==> config.mk <==
export PLATFORM = sky130hd
export DESIGN_NAME = i2s_tx_multich
export DESIGN_NICKNAME = d
export VERILOG_FILES = /design/src/rtl/i2s_tx_multich.sv
export SDC_FILE = /design/constraint.sdc
export NUM_CORES = 1
export LEC_CHECK = 0
export BUFFER_PORTS_ARGS = -buffer_cell sky130_fd_sc_hd__buf_2
export CAP_MARGIN = 30
export CORE_UTILIZATION = 50
export CTS_CLUSTER_SIZE = 8
export DETAILED_ROUTE_END_ITERATION = 10
export GPL_ROUTABILITY_DRIVEN = 0
export PLACE_DENSITY = 0.77
export SLEW_MARGIN = 20
export SYNTH_ARGS = -nofsm -noshare
export SYNTH_HDL_FRONTEND = slang
export SYNTH_SLANG_ARGS = --single-unit
export TNS_END_PERCENT = 50
==> constraint.sdc <==
create_clock -name s_axis_aud_aclk -period 14.9 [get_ports s_axis_aud_aclk]
set_input_delay 2.235 -clock s_axis_aud_aclk [delete_from_list [all_inputs] [get_ports s_axis_aud_aclk]]
set_output_delay 2.235 -clock s_axis_aud_aclk [all_outputs]
set_load 0.05 [all_outputs]
==> src/rtl/i2s_tx_multich.sv <==
// Multi-channel I2S / left-justified transmitter.
// Contains an AXI4-Stream frame assembler, a frame FIFO and a serialiser that drives a shared SCLK/LRCLK pair.
module i2s_tx_multich #(
  parameter int unsigned DATA_W     = 24,
  parameter int unsigned NUM_PAIRS  = 1,
  parameter int unsigned FIFO_DEPTH = 8,
  parameter int unsigned SCLK_DIV   = 4
) (
  input  logic                               s_axis_aud_aclk,
  input  logic                               s_axis_aud_aresetn,
  input  logic [31:0]                        s_axis_aud_tdata,
  input  logic [2:0]                         s_axis_aud_tid,
  input  logic                               s_axis_aud_tvalid,
  output logic                               s_axis_aud_tready,
  input  logic                               enable,
  input  logic                               lj_mode,
  input  logic                               clr_status,
  output logic                               lrclk_out,
  output logic                               sclk_out,
  output logic [NUM_PAIRS-1:0]               sdata_out,
  output logic [$clog2(FIFO_DEPTH+1)-1:0]    fifo_level,
  output logic                               underflow,
  output logic                               seq_err,
  output logic                               irq
);
  localparam int unsigned NCH   = 2 * NUM_PAIRS;
  localparam int unsigned PTR_W = $clog2(FIFO_DEPTH);
  localparam int unsigned LVL_W = $clog2(FIFO_DEPTH + 1);
  localparam int unsigned DIV_W = $clog2(SCLK_DIV);

  typedef logic [NCH-1:0][DATA_W-1:0] frame_t;

  frame_t               mem [FIFO_DEPTH];
  frame_t               asm_q, asm_d, cur_q, cur_d;
  logic [2:0]           exp_q, exp_d;
  logic [PTR_W-1:0]     wr_ptr_q, wr_ptr_d, rd_ptr_q, rd_ptr_d;
  logic [LVL_W-1:0]     count_q, count_d;
  logic                 tready_q, tready_d;
  logic [DIV_W-1:0]     div_q, div_d;
  logic                 sclk_q, sclk_d;
  logic [5:0]           bc_q, bc_d, bc_p1;
  logic                 lj_q, lj_d, lrclk_q, lrclk_d;
  logic [NUM_PAIRS-1:0] sdata_q, sdata_d;
  logic                 underflow_q, underflow_d, seq_err_q, seq_err_d;
  logic                 accept, push, pop, uf_set, seq_set;
  logic [DATA_W-1:0]    smp;

  // Frame assembler: in-order channel capture, resync on channel 0
  always_comb begin
    exp_d   = exp_q;
    asm_d   = asm_q;
    push    = 1'b0;
    seq_set = 1'b0;
    accept  = s_axis_aud_tvalid & tready_q;
    if (accept) begin
      if (32'(s_axis_aud_tid) >= NCH) begin
        seq_set = 1'b1;
      end else if (s_axis_aud_tid == exp_q) begin
        for (int unsigned c = 0; c < NCH; c++) begin
          if (32'(s_axis_aud_tid) == c) asm_d[c] = s_axis_aud_tdata[DATA_W-1:0];
        end
        if (32'(s_axis_aud_tid) == NCH - 1) begin
          push  = 1'b1;
          exp_d = 3'd0;
        end else begin
          exp_d = exp_q + 3'd1;
        end
      end else begin
        seq_set = 1'b1;
        if (s_axis_aud_tid == 3'd0) begin
          asm_d[0] = s_axis_aud_tdata[DATA_W-1:0];
          exp_d    = 3'd1;
        end
      end
    end
  end

  // Serialiser: SCLK divider, bit counter, frame pop at bc wrap
  always_comb begin
    div_d   = div_q;
    sclk_d  = sclk_q;
    bc_d    = bc_q;
    bc_p1   = 6'd0;
    cur_d   = cur_q;
    lj_d    = lj_q;
    sdata_d = sdata_q;
    lrclk_d = lrclk_q;
    pop     = 1'b0;
    uf_set  = 1'b0;
    smp     = '0;
    if (!enable) begin
      div_d   = '0;
      sclk_d  = 1'b0;
      bc_d    = 6'd63;
      sdata_d = '0;
      lrclk_d = 1'b0;
    end else if (32'(div_q) == SCLK_DIV - 1) begin
      div_d  = '0;
      sclk_d = ~sclk_q;
      if (sclk_q) begin
        bc_d = bc_q + 6'd1;
        if (bc_d == 6'd0) begin
          lj_d = lj_mode;
          if (count_q == '0) begin
            cur_d  = '0;
            uf_set = 1'b1;
          end else begin
            cur_d = mem[rd_ptr_q];
            pop   = 1'b1;
          end
        end
        // Slot bits beyond DATA_W shift out to zero
        for (int unsigned k = 0; k < NUM_PAIRS; k++) begin
          smp        = bc_d[5] ? cur_d[2*k+1] : cur_d[2*k];
          smp        = smp << bc_d[4:0];
          sdata_d[k] = smp[DATA_W-1];
        end
        bc_p1   = bc_d + 6'd1;
        lrclk_d = lj_d ? bc_d[5] : bc_p1[5];
      end
    end else begin
      div_d = div_q + DIV_W'(1);
    end
  end

  // FIFO pointers, level, ready and sticky status
  always_comb begin
    wr_ptr_d = push ? wr_ptr_q + PTR_W'(1) : wr_ptr_q;
    rd_ptr_d = pop  ? rd_ptr_q + PTR_W'(1) : rd_ptr_q;
    count_d  = count_q;
    if (push && !pop)      count_d = count_q + LVL_W'(1);
    else if (pop && !push) count_d = count_q - LVL_W'(1);
    tready_d    = (count_d != LVL_W'(FIFO_DEPTH));
    underflow_d = (underflow_q & ~clr_status) | uf_set;
    seq_err_d   = (seq_err_q & ~clr_status) | seq_set;
  end

  always_ff @(posedge s_axis_aud_aclk or negedge s_axis_aud_aresetn) begin
    if (!s_axis_aud_aresetn) begin
      asm_q       <= '0;
      cur_q       <= '0;
      exp_q       <= 3'd0;
      wr_ptr_q    <= '0;
      rd_ptr_q    <= '0;
      count_q     <= '0;
      tready_q    <= 1'b0;
      div_q       <= '0;
      sclk_q      <= 1'b0;
      bc_q        <= 6'd63;
      lj_q        <= 1'b0;
      lrclk_q     <= 1'b0;
      sdata_q     <= '0;
      underflow_q <= 1'b0;
      seq_err_q   <= 1'b0;
    end else begin
      asm_q       <= asm_d;
      cur_q       <= cur_d;
      exp_q       <= exp_d;
      wr_ptr_q    <= wr_ptr_d;
      rd_ptr_q    <= rd_ptr_d;
      count_q     <= count_d;
      tready_q    <= tready_d;
      div_q       <= div_d;
      sclk_q      <= sclk_d;
      bc_q        <= bc_d;
      lj_q        <= lj_d;
      lrclk_q     <= lrclk_d;
      sdata_q     <= sdata_d;
      underflow_q <= underflow_d;
      seq_err_q   <= seq_err_d;
    end
  end

  always_ff @(posedge s_axis_aud_aclk) begin
    if (push) mem[wr_ptr_q] <= asm_d;
  end

  if (DATA_W < 32) begin : g_unused
    logic unused_tdata;
    assign unused_tdata = ^s_axis_aud_tdata[31:DATA_W];
  end

  assign s_axis_aud_tready = tready_q;
  assign lrclk_out         = lrclk_q;
  assign sclk_out          = sclk_q;
  assign sdata_out         = sdata_q;
  assign fifo_level        = count_q;
  assign underflow         = underflow_q;
  assign seq_err           = seq_err_q;
  assign irq               = underflow_q | seq_err_q;
endmodule
# After elaboration in Yosys (flattened, before gate mapping)
# Memory sizes are Yosys's and may differ from the RTL's.
# Cells that the tools add are included.
# op_classes
bitwise	9
addsub	8
shift	1
n_lt_le_gt_ge	1
reduce_logical	11
n_eq_ne	6
n_mux	53
# ops
operator	n
$mux 48	7
$mux 24	4
$mux 1	32
$shl 24x5->24	1
$mux 6	3
$add 6x1->6 const B	2
$add 3x1->3 const B	3
$mux 3	3
$mux 4	2
$logic_not 6->1	1
$reduce_and 3->1	2
$add 4x1->4 const B	1
$logic_not 4->1	1
$mux 2	2
$ne 2x1->1 const B	2
$ne 4x4->1 const B	1
$sub 4x1->4 const B	1
$and 1x1->1	3
$eq 3x1->1 const B	1
$eq 3x3->1	1
$ge 3x2->1 const B	1
$logic_not 3->1	1
$not 1->1	3
$or 1x1->1	3
6 further kinds	8
# totals
wordCells	107
ff_bits	124
memories	1
mem_bits_rw	384
out_inout_bits	11
input_bits	41
# memory_table
memory	depth	word_bits	rd	rd_clocked_by_memory_dff	wr	line	text
mem	8	48	1	0	1	33	frame_t mem [FIFO_DEPTH];

# Longest topological paths before layout
# depth
depth_word	11
ltp_mapped	11
depth_no_buf	8

# Worst setup path before layout
# OpenSTA, ideal clock, no wires.
# synth_path
path_kind	input port to flip-flop
start	input s_axis_aud_tid[0]
end	memory mem[0][0] in the netlist's numbering (enable)
n_path_buf	2
setup_ns	0.572
stages	6
path_slack_ns	6.484
required_ns	14.328
arrival_ns	7.844
path_cell_list	buf_2 -> xor2_1 -> nor4_4 -> nand2_1 -> clkbuf_1 -> nor4_1
# synth_between
elab_chain_cells	7
word_cells_on_any_way	9
classes_between	1 x order compare; 2 x eq/ne; 6 x mux
# synth_lines
item	line	text
start: declaration	12	input logic [2:0] s_axis_aud_tid,
$eq 3x1->1	62	if (32'(s_axis_aud_tid) == NCH - 1) begin
$mux 1	62	
$mux 1	58	end else if (s_axis_aud_tid == exp_q) begin
$mux 1 *	56	if (32'(s_axis_aud_tid) >= NCH) begin
$mux 1 *	55	if (accept) begin
$mux 1 *	175	if (push) mem[wr_ptr_q] <= asm_d;
$mux 1 (not written as such) *	175	
end: declaration	33	
# Every way passes the cells marked *; elsewhere a longest branch is shown, timed or not.

# Worst setup path in the final report
# layout_path
start	input s_axis_aud_tid[2]
end	memory mem[1][36] in the netlist's numbering (enable)
# The elaborated chain is that of the path after synthesis.

==> impl_metrics.toml <==
[yosys]
compound_cell_area_share_of_the_yosys_netlist_pct = 4.77
ys_warn_count = 0
synth.area.mux_share_pct = 14.6
synth_enable_flop_cells = 384
sequential_fraction_of_the_synthesis_area_pct = 71.8
synth_cell_type_count = 76
net_count_synth = 1201
async_flop_share_pct = 24.4
post_synth_instance_area_sq_um = 20400
synth_top_family_by_area = "multiplexers"
share_of_yosys_cell_area_claimed_by_the_top_area_cell_type_pct = 56.5
post_synth.cell_area_avg_sq_um = 17.7
yosys.area_share.simple_pct = 5.59
synth_area_leader_cell = "edfxtp_1"
post_synth_inst_count = 1152
synth.ff_latch_count = 508
synth_adder_area_share_pct = 0.491
synth_xor_xnor_area_share_pct = 0.938
synth_top_cells_by_area = "edfxtp_1 57%, dfrtp_1 14%, mux4_2 11%"
synth_flop_cell = "edfxtp_1"

[clock_tree]
ctsRootBufferMaster = "clkbuf_16"
hold_buffers = 0
tritoncts.num_buffers = 73
cts.repair.resized = 0
cts_tree = "built"
cts.sink_count = 508
worstSkewPairLatency_ns = 0.58
clk_pin_slew_worst_paths_ns = 0.05
cts-root-to-sink-buffers = 3
cts_setup_buffers = 0
ctsHtreeMaxLevel = 3

[power_and_ir_drop]
power_switching_w = 0.000866
switching_share_of_total_power_pct = 24.3
irDropWorstVdd_v = 0.000123
power.share.sequential_pct = 47.7
power_density_nw_per_um2 = 152
internal_power_w = 0.00270
clockPowerShare_pct = 42.8
share_comb_of_total_power_pct = 9.6
static-leakage-power_nw = 8.06

[floorplanning]
floorplan.die_area_sq_um = 41600
die_width_microns = 204
effective_utilization_at_floorplan_pct = 51.0
core_sq_um = 40000
ios = 52
die_h_microns = 204
rows = 73

[detailed_routing]
initialDrtViolationCount = 1068
routed_wl_microns = 45000
detailroute.via_count = 11100
routed_wl_per_cell_microns = 24.8
avgViaCountPerCell = 6.11
detailedRoute.firstPassIterationCount = 8
drt_drc_violations_left = 0
drtAntennaViolNets = 0

[finish]
final_nets = 1282
fillers = 2946
layout.cell_area.non_filler_sq_um = 23400
layout.area.seq_sq_um = 14700
area_of_the_multi_input_gates_sq_um = 5450
diodes = 0
drive_gt1_share_pct = 24.5
syn2layout_area_growth_pct = 14.6

[sta]
final.period_utilization_pct = 31.8
setup_slack_ns = 10.15
setup_repair_after_global_routing_missed_its_margin = "no"
layout_min_cycle_time_ns = 4.75
slew_headroom_pct = 36.4
number_of_setup_violations_in_the_final_report = 0
slew_violations = 0
timing.fmax_ghz = 0.211
hold_violations = 0
fin_worst_hold_slack_ns = 0.444
setup_total_negative_slack_ns = 0
worst-slew-pin-transition_ns = 0.947
skew_ns = 0.0196

[setup_path]
r2r-start = "rd_ptr_q[0]$_DFFE_PN0P_"
worst-path-max-fanout = 39
crit_path_start_kind = "input pin"
worst_setup_path_end_kind = "flop"
timing.critical_path.required_ns = 15.10
regToRegEndpoint = "sdata_out$_DFFE_PN0P_"
regToRegSetupSlack_ns = 10.73
r2r_cells = 8
timing_worst_setup_path_type = "in -> reg"
cp_data_arrival_time_ns = 4.94

[run_status]
run_status = "finished clean"

[hold_path]
hold_removal_path_class = "reg -> reg"
hp-start = "div_q[0]$_DFF_PN0_"
hold_end = "div_q[0]$_DFF_PN0_"
whs_path_depth = 1

[global_route]
grt_pass1_wl_microns = 68900
global_route.overflow_total = 0
grt_max_degree = 78
grt_pass1_vias = 11400
total_global_routing_track_utilization_pct = 22.4
antenna_found_initial = 1

[flow_run]
drv.max_cap_violation_count = 0

[placement]
detailedPlacementHpwl_microns = 24700
numPortBuffers = 43
dpl_worst_slack_ns = 9.39
placement.cell_area_sq_um = 21200
layout by cell type (no fill, tap or decap), types with 8 or more instances in the layout:
master and count:
inv_1 8, clkbuf_1 53, nand3_1 13, o21ai_0 28, nand2_1 149, nor2_1 15
dfrtp_1 115, ha_1 8, mux2i_1 45, clkbuf_16 74, o31ai_1 33, xnor2_1 14
a21oi_1 9, buf_2 42, mux2_2 31, edfxtp_1 384, mux4_2 97, buf_4 25
critical path: stages:
cell	delay [ns]
buf_2	0.12
nand4bb_1	0.38
nor4_4	0.30
and2_1	0.26
nand2_1	0.24
nor3_2	0.51
buf_4	0.27
buf_4	0.58
state kept, by name (all words and copies together) (netlist names):
register           flops
s_axis_aud_tready      1
seq_err                1
underflow              1
lrclk_out              1
wr_ptr_q               3
mem                  384
div_q                  2
sdata_out              1
bc_q                   6
exp_q                  3
asm_q                 48
rd_ptr_q               3
sclk_out               1
lj_q                   1
cur_q                 48
fifo_level             4
worst max-delay path by stage:
stage / start / end
3_3_place_gp: s_axis_aud_tid[2] / mem[4][20]$_DFFE_PP_
2_1_floorplan: s_axis_aud_tid[0] / mem[0][0]$_DFFE_PP_
6_report: s_axis_aud_tid[2] / mem[1][36]$_DFFE_PP_
5_1_grt: s_axis_aud_tid[2] / mem[1][36]$_DFFE_PP_
4_1_cts: s_axis_aud_tid[2] / mem[1][9]$_DFFE_PP_
3_5_place_dp: s_axis_aud_tid[2] / mem[1][9]$_DFFE_PP_
cell families (layout without fill, tap and decap cells):
kind of cell	Yosys count	count (layout)
flops	508	508
simple gates	240	240
mux	173	173
compound gates	129	129
buf+inv	73	213
xor+xnor	21	21
fa+ha+maj	8	8
power groups by stage:
stage | Sequential [W] | Combinational [W] | Clock (W)
after global placement | 0.00172 | 0.000318 | 0
final | 0.00170 | 0.000341 | 0.00152
after CTS | 0.00170 | 0.000340 | 0.00154
after detailed placement | 0.00172 | 0.000334 | 0
after global routing | 0.00170 | 0.000370 | 0.00161
after floorplan | 0.00172 | 0.000223 | 0
synthesized netlist by cell type, types with 19 or more instances:
library cell / n
nor2_1: 19
buf_2: 22
clkbuf_1: 22
nand2_1: 149
o21ai_0: 28
mux2_2: 31
dfrtp_1: 118
mux2i_1: 45
mux4_2: 97
o31ai_1: 33
edfxtp_1: 384
cell type report:
cell class	instances	area share (%)
Clock inverter	6	0.305
Inverter	9	0.145
Multi-Input combinational cell	571	23.3
Clock buffer	128	8.83
Tap cell	525	2.81
Timing Repair Buffer	70	1.92
Sequential cell	508	62.7
per-stage QoR:
| step | cells | power, W | util, % |
|---|---|---|---|
| after global routing | 1817 | 0.00368 | 58.4 |
| after detailed placement | 1681 | 0.00206 | 53.0 |
| after global placement | 1680 | 0.00204 | 53.0 |
| after floorplan | 1152 | 0.00195 | - |
| final | 1817 | 0.00356 | 58.4 |
| after CTS | 1815 | 0.00358 | 58.3 |
routing by layer:
layer | vias up | GRT usage, % | part of all wire, %
met3 | 127 | 4.35 | 7.2
li1 | 4734 | - | -
met4 | 4 | 7.14 | 2.8
met2 | 499 | 36.4 | 49
met5 | - | 1.07 | 0.17
met1 | 5740 | 30.5 | 41
Power figures use the tool's default switching activity.
